$ cat src/rtl/uart_rx.sv
`default_nettype none
// ============================================================================
// uart_rx : 8N1 UART receiver, oversampled, glitch-rejecting, framing check
// Rev 1.0
// ============================================================================
module uart_rx #(
  parameter int CLK_FRQ    = 50000000,
  parameter int BAUD_RATE  = 115200,
  parameter int OVERSAMPLE = 16
) (
  input  logic       clk,
  input  logic       areset,
  input  logic       data_in,
  output logic [7:0] data_out,
  output logic       rx_valid,
  output logic       frame_err,
  output logic       rx_busy
);

  localparam int c_DIV_RAW    = CLK_FRQ / (BAUD_RATE * OVERSAMPLE);
  localparam int c_SAMPLE_DIV = (c_DIV_RAW < 1) ? 1 : c_DIV_RAW;
  localparam int c_TW         = $clog2(OVERSAMPLE);

  localparam logic [31:0]     c_DIV_M1  = 32'(c_SAMPLE_DIV - 1);
  localparam logic [c_TW-1:0] c_HALF_M1 = c_TW'(OVERSAMPLE / 2 - 1);
  localparam logic [c_TW-1:0] c_FULL_M1 = c_TW'(OVERSAMPLE - 1);
  localparam logic [3:0]      c_LAST_BIT = 4'd7;

  typedef enum logic [1:0] {
    S_IDLE  = 2'd0,
    S_START = 2'd1,
    S_DATA  = 2'd2,
    S_STOP  = 2'd3
  } state_t;

  logic            sync1_q;
  logic            rxs_q;
  logic            rxs_prev_q, rxs_prev_d;
  logic [31:0]     div_q;
  logic            w_tick;

  state_t          state_q, state_d;
  logic [c_TW-1:0] tcnt_q, tcnt_d;
  logic [3:0]      bcnt_q, bcnt_d;
  logic [7:0]      shift_q, shift_d;
  logic [7:0]      data_q, data_d;
  logic            valid_q, valid_d;
  logic            ferr_q, ferr_d;
  logic            busy_q, busy_d;

  // Synchroniser and free-running sample-tick divider.
  always_ff @(posedge clk or posedge areset) begin
    if (areset) begin
      sync1_q <= 1'b1;
      rxs_q   <= 1'b1;
      div_q   <= '0;
    end else begin
      sync1_q <= data_in;
      rxs_q   <= sync1_q;
      div_q   <= w_tick ? '0 : div_q + 32'd1;
    end
  end

  assign w_tick = (div_q == c_DIV_M1);

  always_ff @(posedge clk or posedge areset) begin
    if (areset) begin
      state_q    <= S_IDLE;
      rxs_prev_q <= 1'b1;
      tcnt_q     <= '0;
      bcnt_q     <= '0;
      shift_q    <= '0;
      data_q     <= '0;
      valid_q    <= 1'b0;
      ferr_q     <= 1'b0;
      busy_q     <= 1'b0;
    end else begin
      state_q    <= state_d;
      rxs_prev_q <= rxs_prev_d;
      tcnt_q     <= tcnt_d;
      bcnt_q     <= bcnt_d;
      shift_q    <= shift_d;
      data_q     <= data_d;
      valid_q    <= valid_d;
      ferr_q     <= ferr_d;
      busy_q     <= busy_d;
    end
  end

  always_comb begin
    state_d    = state_q;
    tcnt_d     = tcnt_q;
    bcnt_d     = bcnt_q;
    shift_d    = shift_q;
    data_d     = data_q;
    valid_d    = 1'b0;
    ferr_d     = 1'b0;
    // Tick-sampled line history; after a low stop bit it stays 0, so a
    // held-low line cannot re-arm until it has gone high again.
    rxs_prev_d = w_tick ? rxs_q : rxs_prev_q;

    case (state_q)
      S_IDLE: begin
        if (w_tick && !rxs_q && rxs_prev_q) begin
          tcnt_d  = '0;
          state_d = S_START;
        end
      end

      S_START: begin
        if (w_tick) begin
          if (tcnt_q == c_HALF_M1) begin
            if (!rxs_q) begin
              tcnt_d  = '0;
              bcnt_d  = '0;
              state_d = S_DATA;
            end else begin
              state_d = S_IDLE;
            end
          end else begin
            tcnt_d = tcnt_q + 1'b1;
          end
        end
      end

      S_DATA: begin
        if (w_tick) begin
          if (tcnt_q == c_FULL_M1) begin
            tcnt_d  = '0;
            shift_d = {rxs_q, shift_q[7:1]};
            bcnt_d  = bcnt_q + 4'd1;
            if (bcnt_q == c_LAST_BIT) begin
              state_d = S_STOP;
            end
          end else begin
            tcnt_d = tcnt_q + 1'b1;
          end
        end
      end

      S_STOP: begin
        if (w_tick) begin
          if (tcnt_q == c_FULL_M1) begin
            tcnt_d = '0;
            if (rxs_q) begin
              data_d  = shift_q;
              valid_d = 1'b1;
            end else begin
              ferr_d = 1'b1;
            end
            state_d = S_IDLE;
          end else begin
            tcnt_d = tcnt_q + 1'b1;
          end
        end
      end

      default: begin
        state_d = S_IDLE;
        tcnt_d  = '0;
        bcnt_d  = '0;
      end
    endcase

    busy_d = (state_d != S_IDLE);
  end

  assign data_out  = data_q;
  assign rx_valid  = valid_q;
  assign frame_err = ferr_q;
  assign rx_busy   = busy_q;

endmodule
`default_nettype wire

$ cat config.mk
export PLATFORM = sky130hd
export DESIGN_NAME = uart_rx
export DESIGN_NICKNAME = d
export VERILOG_FILES = /design/src/rtl/uart_rx.sv
export SDC_FILE = /design/constraint.sdc
export NUM_CORES = 1
export LEC_CHECK = 0
export BUFFER_PORTS_ARGS = -buffer_cell sky130_fd_sc_hd__buf_4
export CORE_MARGIN = 3
export CORE_UTILIZATION = 55
export DETAILED_ROUTE_END_ITERATION = 8
export PLACE_DENSITY = 0.8
export SLEW_MARGIN = 0
export SYNTH_ARGS = -nofsm -noshare
export SYNTH_HDL_FRONTEND = slang
export SYNTH_SLANG_ARGS = --single-unit
$ cat constraint.sdc
create_clock -name clk -period 1.9 [get_ports clk]
set_input_delay 0.285 -clock clk [delete_from_list [all_inputs] [get_ports clk]]
set_output_delay 0.285 -clock clk [all_outputs]
set_load 0.03 [all_outputs]
# ---- Word level (Yosys, flattened, before mapping)
# Index checks and enable logic that the tools add are counted.
dict set report word_totals {
  ff_bits 64
  latch_bits 0
  mem_bits_rw 0
  rom_bits 0
  in_bits 3
  word_cells 72
  n_memories 0
}
dict set report classes {
  add_sub_neg 3
  mul 0
  div 0
  order_cmp 0
  n_eq_ne 15
  shift 0
  n_mux 31
  bitwise 0
  n_reduce_logical 11
}
# op count
set ops {}
lappend ops {{2-to-1 mux 4 bit} 10}
lappend ops {{adder 32 x 1 -> 32 bit, second input constant} 1}
lappend ops {{== test 32 x 5 -> 1 bit, second input constant} 1}
lappend ops {{2-to-1 mux 32 bit} 1}
lappend ops {{2-to-1 mux 2 bit} 9}
lappend ops {{inequality test 2 bit, second input constant} 6}
lappend ops {{one-hot mux 4 bit (3 select lines)} 1}
lappend ops {{adder 4 x 1 -> 4 bit, second input constant} 2}
lappend ops {{== test 4 x 3 -> 1 bit, second input constant} 2}
lappend ops {{2-to-1 mux 1 bit} 8}
lappend ops {{one-hot mux 2 bit (4 select lines)} 1}
lappend ops {{one-hot mux 4 bit (2 select lines)} 1}
lappend ops {{AND reduction 4 bit} 2}
lappend ops {{AND reduction 6 bit} 1}
lappend ops {{== test 2 bit, second input constant} 2}
lappend ops {{== test 4 bit, second input constant} 1}
lappend ops {{nonzero test 2 bit} 2}
lappend ops {{inequality test 3 bit, second input constant} 1}
lappend ops {{AND reduction 3 bit} 1}
lappend ops {{== test 2 x 1 -> 1 bit, second input constant} 1}
lappend ops {{logical AND 1 bit} 2}
lappend ops {{zero test 2 bit} 1}
lappend ops {{inequality test 2 x 1 -> 1 bit, second input constant} 1}
lappend ops {{OR reduction 2 bit} 1}
lappend ops {{zero test 1 bit} 1}

# ---- Longest topological paths before layout
# Gate-level depths: netlist of run 1.
dict set report depth {
  word_depth 6
  mapped_depth 8
  mapped_depth_nobuf 7
}

# ---- Worst setup path after synthesis of run 1
# Ideal clock, no wire load.
dict set report synth_timing {
  kind {register to register}
  startpoint {reg div_q[0]}
  endpoint {reg shift_q[0]}
  setup_ns 0.125
  arrival_ns 1.891
  required_ns 1.775
  path_slack_ns -0.115
  stages_incl_launch_ff 7
  period_less_slack_ns 2.015
  cell_sequence {dfrtp_1 -> inv_1 -> ha_1 -> nor4b_2 -> nand4_2 -> nor4_4 -> mux2_2}
}
dict set report synth_via {
  elab_chain_cells 2
}
# item line_no
set synth_rtl {}
lappend synth_rtl {{start: declaration} 39} ;# logic [31:0] div_q;
lappend synth_rtl {{start signal: assignment} 60} ;# div_q <= w_tick ? '0 : div_q + 32'd1;
lappend synth_rtl {{== test 32 x 5 -> 1 bit} 64} ;# assign w_tick = (div_q == c_DIV_M1);
lappend synth_rtl {{AND reduction 3 bit (no source line)} -}
lappend synth_rtl {{end signal: assignment} 82} ;# shift_q <= shift_d;
lappend synth_rtl {{end: declaration} 45} ;# logic [7:0] shift_q, shift_d;
# No other way between the ends.
# A chain may end at the register's enable or synchronous reset.

# ---- Final worst setup path of run 1
dict set report layout_timing {
  startpoint {reg div_q[0]}
  endpoint {reg data_q[5] (netlist: data_out[5])}
}
dict set report layout_via {
  elab_chain_cells 2
}
# item line_no
set layout_rtl {}
lappend layout_rtl {{== test 32 x 5 -> 1 bit} 64}
lappend layout_rtl {{AND reduction 4 bit (no source line)} -}
lappend layout_rtl {{end signal: assignment} 83} ;# data_q <= data_d;
lappend layout_rtl {{end: declaration} 46} ;# logic [7:0] data_q, data_d;
# No other way between the ends.

==> run_results.csv, run 1 <==
group,metric,value,unit
yosys,synth.distinct_cells,46,
power_and_ir_drop,p_leak,1.78,nW
clock_tree,clock_sinks,64,
yosys,synth_xor_area_share,8.83,%
clock_tree,tritoncts,"done",
sta,fmax,519,MHz
sta,fin_ws,-0.0254,ns
critical_path,worstSetupEndpointType,"flip-flop",
clock_tree,cts_setup_buffers,0,
detailed_routing,vias,2098,
sta,rsz0062_at_grt,"yes",
detailed_routing,routed_via_density,5.46,
layout,final_common_cell,"dfrtp_1",
layout,area_growth,25.8,%
hold_path,hold_class,"in2async",
critical_path,worst_r2r_startpoint,"div_q[0]$_DFF_PP0_",
global_route,overflow,0,
clock_tree,cts_max_level,3,
sta,hold_violations,0,
sta,worst_pin_slew,0.411,ns
die,start_util,57.5,%
die,coreArea,5170,um^2
critical_path,worstSetupStartpointType,"flip-flop",
yosys,syn_avg_cell_area,12.0,um^2
yosys,synth_adder_area_share,1.68,%
layout,multi_input_area,1430,um^2
clock_tree,clk_pin_slew,0.07,ns
global_route,antenna_found_initial,0,
layout,final_cell_mix,"61 x dfrtp_1, 52 x buf_4, 21 x xnor2_1, 18 x nand3_1, 16 x mux2_4",
global_route,grt_util_all_layers,20.8,%
clock_tree,cts_made_buffers,9,
global_route,first_global_vias,2118,
clock_tree,cts_hold_buf,0,
sta,skew,0.00670,ns
die,die-area,6330,um^2
clock_tree,clock_latency,0.33,ns
sta,period_minus_slack,1.93,ns
critical_path,cp.required,2.12,ns
placed_design,port-buffer-count,13,
layout,diodes,0,
yosys,syn_area,2970,um^2
layout,nNetsFinal,316,
power_and_ir_drop,peakVddDrop,0.532,mV
yosys,yosysWarnings,0,
critical_path,crit_type,"reg2reg",
detailed_routing,antenna_left,0,
sta,drv_slew,0,
yosys,syn-num-nets,254,
critical_path,max_stage_delay,0.38,ns
sta,relSlewSlack,72.2,%
sta,min_period_over_period,101,%
layout,drive_gt1_share,34.4,%
die,io_pins,14,
placed_design,hpwl,3930,um
critical_path,slowest_stage,"dfrtp_1",
global_route,use_met2,33.6,%
yosys,synth-compound-area-share,5.01,%
yosys,yosys.area_share.simple,22.2,%
die,die-height,79.5,um
detailed_routing,drc,0,
layout,final_core_util,72.4,%
clock_tree,cts-root-buf,"clkbuf_8",
detailed_routing,drt_first_pass_iters,4,
global_route,grtUsageMet1,26.0,%
placed_design,gp_congestion,0.817,
yosys,synth_top_family_by_area,"simple AND/OR/NAND/NOR gates",
critical_path,critPathMaxFanout,9,
power_and_ir_drop,finalPower,2.38,mW
detailed_routing,routed_wl,5770,um
yosys,synthMuxAreaShare,6.82,%
critical_path,path_cells,"inv_1 -> ha_1 -> nor4b_4 -> nand4_4 -> nor2_4 -> and3_4 -> mux2_4",
status,violations,"negative setup slack",
critical_path,worstPathArrival,2.14,ns
layout,num-fill-cells,352,
global_route,grt_start_max_net_pins,65,
clock_tree,cts.path.max_buffers,2,
global_route,use_met3,6.55,%
yosys,synth_seq_cells,64,
yosys,postSynthCellCount,247,
critical_path,ff2ff_setup_slack,-0.03,ns
power_and_ir_drop,power_density,636,nW/um^2
run,drv_cap,0,
detailed_routing,drtIter0Drc,56,
status,outcome,"complete, but fails checks",
sta,setup_violations,11,
global_route,top_usage_layer,"met2",
critical_path,rr_worst_depth,7,
global_route,grt_first_pass_wirelength,9960,um
layout,seq_area,1610,um^2
die,fp.dieW,79.5,um
die,rows,26,
critical_path,timing.rr.end,"data_out[5]$_DFFE_PP0P_",
yosys,ys_seq_area_share,54.0,%
detailed_routing,avgRoutedWirePerCell,15.0,um
[through the flow]
step,setup TNS (ns),cells,setup WS (ns),hold WS [ns],instance area (um^2)
2_1_floorplan,-1.01,247,-0.115,0.289,3050
3_5_place_dp,-0.535,367,-0.0641,0.351,3530
4_1_cts,-0.333,384,-0.0342,0.0192,3730
6_report,-0.160,384,-0.0254,0.0209,3740
5_1_grt,-1.37,384,-0.0910,0.0307,3740
3_3_place_gp,0,367,0.0137,0.350,3530
[what timing repair did]
item	CTS	global route
endpoints found under the setup margin	17	28
gates resized for setup	11	3
cloned	1	0
pin swaps	5	4
[cell type report]
type,count,share of cell area (%)
flip-flops and latches,64,42.9
multi-input cells,172,38.3
repair buffers,55,11.6
clock buffers,13,3.71
well taps,70,2.34
inverters,7,0.702
clock inverters,3,0.502
[state kept, by name, indices dropped and copies added (netlist names)]
signal / cells
tcnt_q: 4
rxs_q: 1
data_out: 8
shift_q: 8
sync1_q: 1
rxs_prev_q: 1
rx_busy: 1
rx_valid: 1
state_q: 2
frame_err: 1
div_q: 32
bcnt_q: 4
[metal layers]
layer	wire, um	vias up
met5	0	-
met4	96	0
met3	221	10
met2	2940	41
met1	2510	1038
li1	-	1009
[worst max-delay path: cells and delay by family, from the launching register on]
family | cells | cell delay, ns
DFF | 1 | 0.38
buffers and inverters | 1 | 0.06
and+or+nand+nor | 4 | 0.91
adders and majority gates | 1 | 0.14
muxes | 1 | 0.32
[synthesized netlist by cell type, drive strengths merged]
library cell  instances  area [um^2]
dfrtp                61         1530
xnor2                21          184
mux2                 18          203
nand3                18         90.1
nor2                 16         62.6
nand2                14         52.6
nand4                 9         77.6
xor2                  9         78.8
nor4                  8          123
inv                   7         26.3
o21ai                 7         35.0
and3                  5         31.3
and4                  5         45.0
ha                    4         50.1
nand2b                4         25.0
nor2b                 4         25.0
nor3                  4         25.0
a22o                  3         26.3
a31oi                 3         18.8
and2                  3         18.8
dfstp                 3         78.8
buf                   2         10.0
clkbuf                2         7.51
nor3b                 2         20.0
nor4b                 2         23.8
o2bb2ai               2         17.5
or2                   2         12.5
a21boi                1         7.51
a21o                  1         7.51
a221o                 1         10.0
a221oi                1         8.76
a2bb2oi               1         8.76
and4bb                1         12.5
nand3b                1         7.51
nand4b                1         8.76
o41ai                 1         8.76
[how the worst max path moves through the flow]
stage	from	end
detailed placement	div_q[0]$_DFF_PP0_	shift_q[6]$_DFFE_PP0P_
global route	div_q[1]$_DFF_PP0_	data_out[5]$_DFFE_PP0P_
global placement	div_q[0]$_DFF_PP0_	shift_q[3]$_DFFE_PP0P_
CTS	div_q[9]$_DFF_PP0_	shift_q[1]$_DFFE_PP0P_
finish	div_q[0]$_DFF_PP0_	data_out[5]$_DFFE_PP0P_
floorplan	div_q[0]$_DFF_PP0_	shift_q[0]$_DFFE_PP0P_
[logic make-up (layout without fill, tap and decap cells)]
kind of cell             count (synthesis)  after routing
flip-flops                              64             64
AO/OA/AOI/OAI                           21             21
XOR/XNOR                                30             30
multiplexers                            18             18
buffers and inverters                   11             78
adder cells (fa/ha/maj)                  4              4
AND/OR/NAND/NOR                         99             99
[report_power, final]
| group | switching (mW) | internal, mW | leakage (nW) |
|---|---|---|---|
| Clock | 0.494 | 0.473 | 0.0814 |
| Sequential | 0.00340 | 1.37 | 0.869 |
| Combinational | 0.0294 | 0.0107 | 0.830 |
(Power assumes the default switching activity.)
==> run 2: changes to the inputs <==
--- a/config.mk
+++ b/config.mk
@@ -9,7 +9,7 @@
 export CORE_MARGIN = 3
 export CORE_UTILIZATION = 55
 export DETAILED_ROUTE_END_ITERATION = 8
-export PLACE_DENSITY = 0.8
+export PLACE_DENSITY = 0.75
 export SLEW_MARGIN = 0
 export SYNTH_ARGS = -nofsm -noshare
 export SYNTH_HDL_FRONTEND = slang
==> run 2 against run 1 <==
The flow still finishes with violations (negative setup slack). Utilization up 5.1 points. Worst hold slack better by 0.021 ns. Count of clock-buffer cells in the layout down 3. Register-to-register slack worse by 0.04 ns. Clock skew up 0.0056 ns. Wire length up 16%. Sequential power about the same. Non-clock buffer count up 13. Largest power group unchanged. Critical endpoint is now shift_q[0]$_DFFE_PP0P_. Maximum frequency down 2.0%. First-iteration DRC count up 84%. Power up 16%. Critical path depth unchanged.
==> run_results.csv, run 2 (synthesis gave the netlist of run 1 again) <==
group,metric,value,unit
clock_tree,cts.path.max_buffers,2,
run,drv_cap,0,
placed_design,gp_congestion,0.801,
placed_design,dp_worst_setup_slack,-0.0544,ns
clock_tree,cts_made_buffers,9,
status,outcome,"complete, but fails checks",
layout,regMostFlops,"div_q",
sta,skew,0.0124,ns
detailed_routing,vias,2231,
die,rows,26,
layout,area_growth,34.6,%
detailed_routing,drt_first_pass_iters,4,
critical_path,crit_type,"reg2reg",
power_and_ir_drop,p_leak,1.88,nW
sta,hold_violations,0,
sta,rsz0062_at_grt,"yes",
die,fp.dieW,79.5,um
layout,final_cell_mix,"64 x buf_4, 61 x dfrtp_1, 20 x xnor2_1, 16 x nand3_1, 16 x mux2_4",
layout,num-fill-cells,318,
detailed_routing,antenna_left,0,
sta,min_period_over_period,103,%
layout,nNetsFinal,330,
power_and_ir_drop,power_density,687,nW/um^2
clock_tree,cts_max_level,3,
die,die-area,6330,um^2
status,violations,"negative setup slack",
die,die-height,79.5,um
sta,setup_tns,-0.482,ns
detailed_routing,routed_wl,6670,um
placed_design,port-buffer-count,13,
sta,setup_violations,10,
detailed_routing,avgRoutedWirePerCell,16.8,um
clock_tree,tritoncts,"done",
global_route,top_usage_layer,"met2",
critical_path,critPathMaxFanout,5,
placed_design,hpwl,4050,um
die,coreArea,5170,um^2
die,io_pins,14,
critical_path,worstSetupEndpointType,"flip-flop",
sta,fin_ws,-0.0655,ns
power_and_ir_drop,peakVddDrop,0.622,mV
detailed_routing,drc,0,
global_route,overflow,0,
clock_tree,clk_pin_slew,0.08,ns
critical_path,worstPathArrival,2.19,ns
sta,drv_slew,0,
critical_path,worstSetupStartpointType,"flip-flop",
clock_tree,clock_sinks,64,
sta,worst_pin_slew,0.504,ns
layout,diodes,0,
layout,drive_gt1_share,42.7,%
layout,final_common_cell,"buf_4",
global_route,antenna_found_initial,0,
global_route,use_met3,6.09,%
power_and_ir_drop,finalPower,2.75,mW
clock_tree,cts-root-buf,"clkbuf_8",
global_route,grt_start_max_net_pins,29,
hold_path,hold_class,"in2reg",
clock_tree,clock_latency,0.35,ns
sta,relSlewSlack,66.4,%
die,start_util,57.5,%
global_route,grt_first_pass_wirelength,11000,um
global_route,first_global_vias,2277,
sta,fmax,509,MHz
critical_path,cp.required,2.13,ns
global_route,use_met2,39.6,%
global_route,grt_util_all_layers,23.1,%
layout,largest_reg_flops,32,
detailed_routing,drtIter0Drc,103,
detailed_routing,routed_via_density,5.61,
global_route,grtUsageMet1,27.6,%
sta,period_minus_slack,1.97,ns
-- run 2: cell count changes in the layout (fill, tap and decap cells not counted), moves of 3 or more --
cell / change
clkbuf_1: -4
buf_4: +12
nand2_2: +4
nand2_1: -4
ha_1: -3
-- run 2: critical path: stages (launching register included) --
cell and delay, ns:
dfrtp_1 0.39, inv_2 0.08, ha_4 0.13, nor4b_4 0.23
nand4_4 0.16, nor4_4 0.36, buf_6 0.19, mux2_4 0.31
-- run 2: power by group --
group	switching, mW	leakage (nW)	internal [mW]
clock network	0.558	0.109	0.778
registers	0.00446	0.869	1.37
logic	0.0309	0.903	0.0131
total	0.593	1.88	2.16
-- run 2: worst paths after layout --
kind                       slack, ns          startpoint                endpoint  depth (start not counted)
max in group asynchronous       0.76              areset     div_q[11]$_DFF_PP0_                          4
hold / removal                  0.04             data_in       sync1_q$_DFF_PP1_                          1
setup reg to reg               -0.07  div_q[0]$_DFF_PP0_  shift_q[0]$_DFFE_PP0P_                          7
hold reg to reg                 0.37   sync1_q$_DFF_PP1_         rxs_q$_DFF_PP1_                          0
setup / recovery               -0.07  div_q[0]$_DFF_PP0_  shift_q[0]$_DFFE_PP0P_                          7
min in group asynchronous       0.52              areset     div_q[23]$_DFF_PP0_                          3
-- run 2: area by class of cell --
class | count | area (um^2) | share of cell area, %
clock inverter | 6 | 92.6 | 2.31
tap | 70 | 87.6 | 2.19
sequential | 64 | 1610 | 40.1
inverter | 7 | 26.3 | 0.656
multi-input combinational | 173 | 1520 | 38.0
clock buffer | 10 | 138 | 3.44
timing repair buffer | 68 | 533 | 13.3
-- run 2: metrics by stage --
stage                     util [%]  area (um^2)  hold slack [ns]  cells
after CTS                     75.2         3890           0.0297    394
final                         77.4         4000           0.0423    398
after detailed placement      69.2         3580            0.349    374
after global routing          77.4         4000           0.0176    398
after floorplan                  -         3050            0.289    247
after global placement        69.2         3580            0.345    374
-- run 2: what timing repair did --
item | in CTS | in global routing
gates resized for setup | 15 | 19
cloned | 2 | 0
endpoints found under the setup margin | 21 | 33
buffers inserted | 1 | 4
hold buffers | 1 | 0
endpoints found under the hold margin | 19 | 0
pin swaps | 7 | 15
-- run 2: routing by layer --
| metal | wire length [um] | vias to the layer above |
|---|---|---|
| li1 | - | 1046 |
| met1 | 2840 | 1107 |
| met2 | 3450 | 56 |
| met3 | 231 | 22 |
| met4 | 153 | 0 |
| met5 | 0 | - |
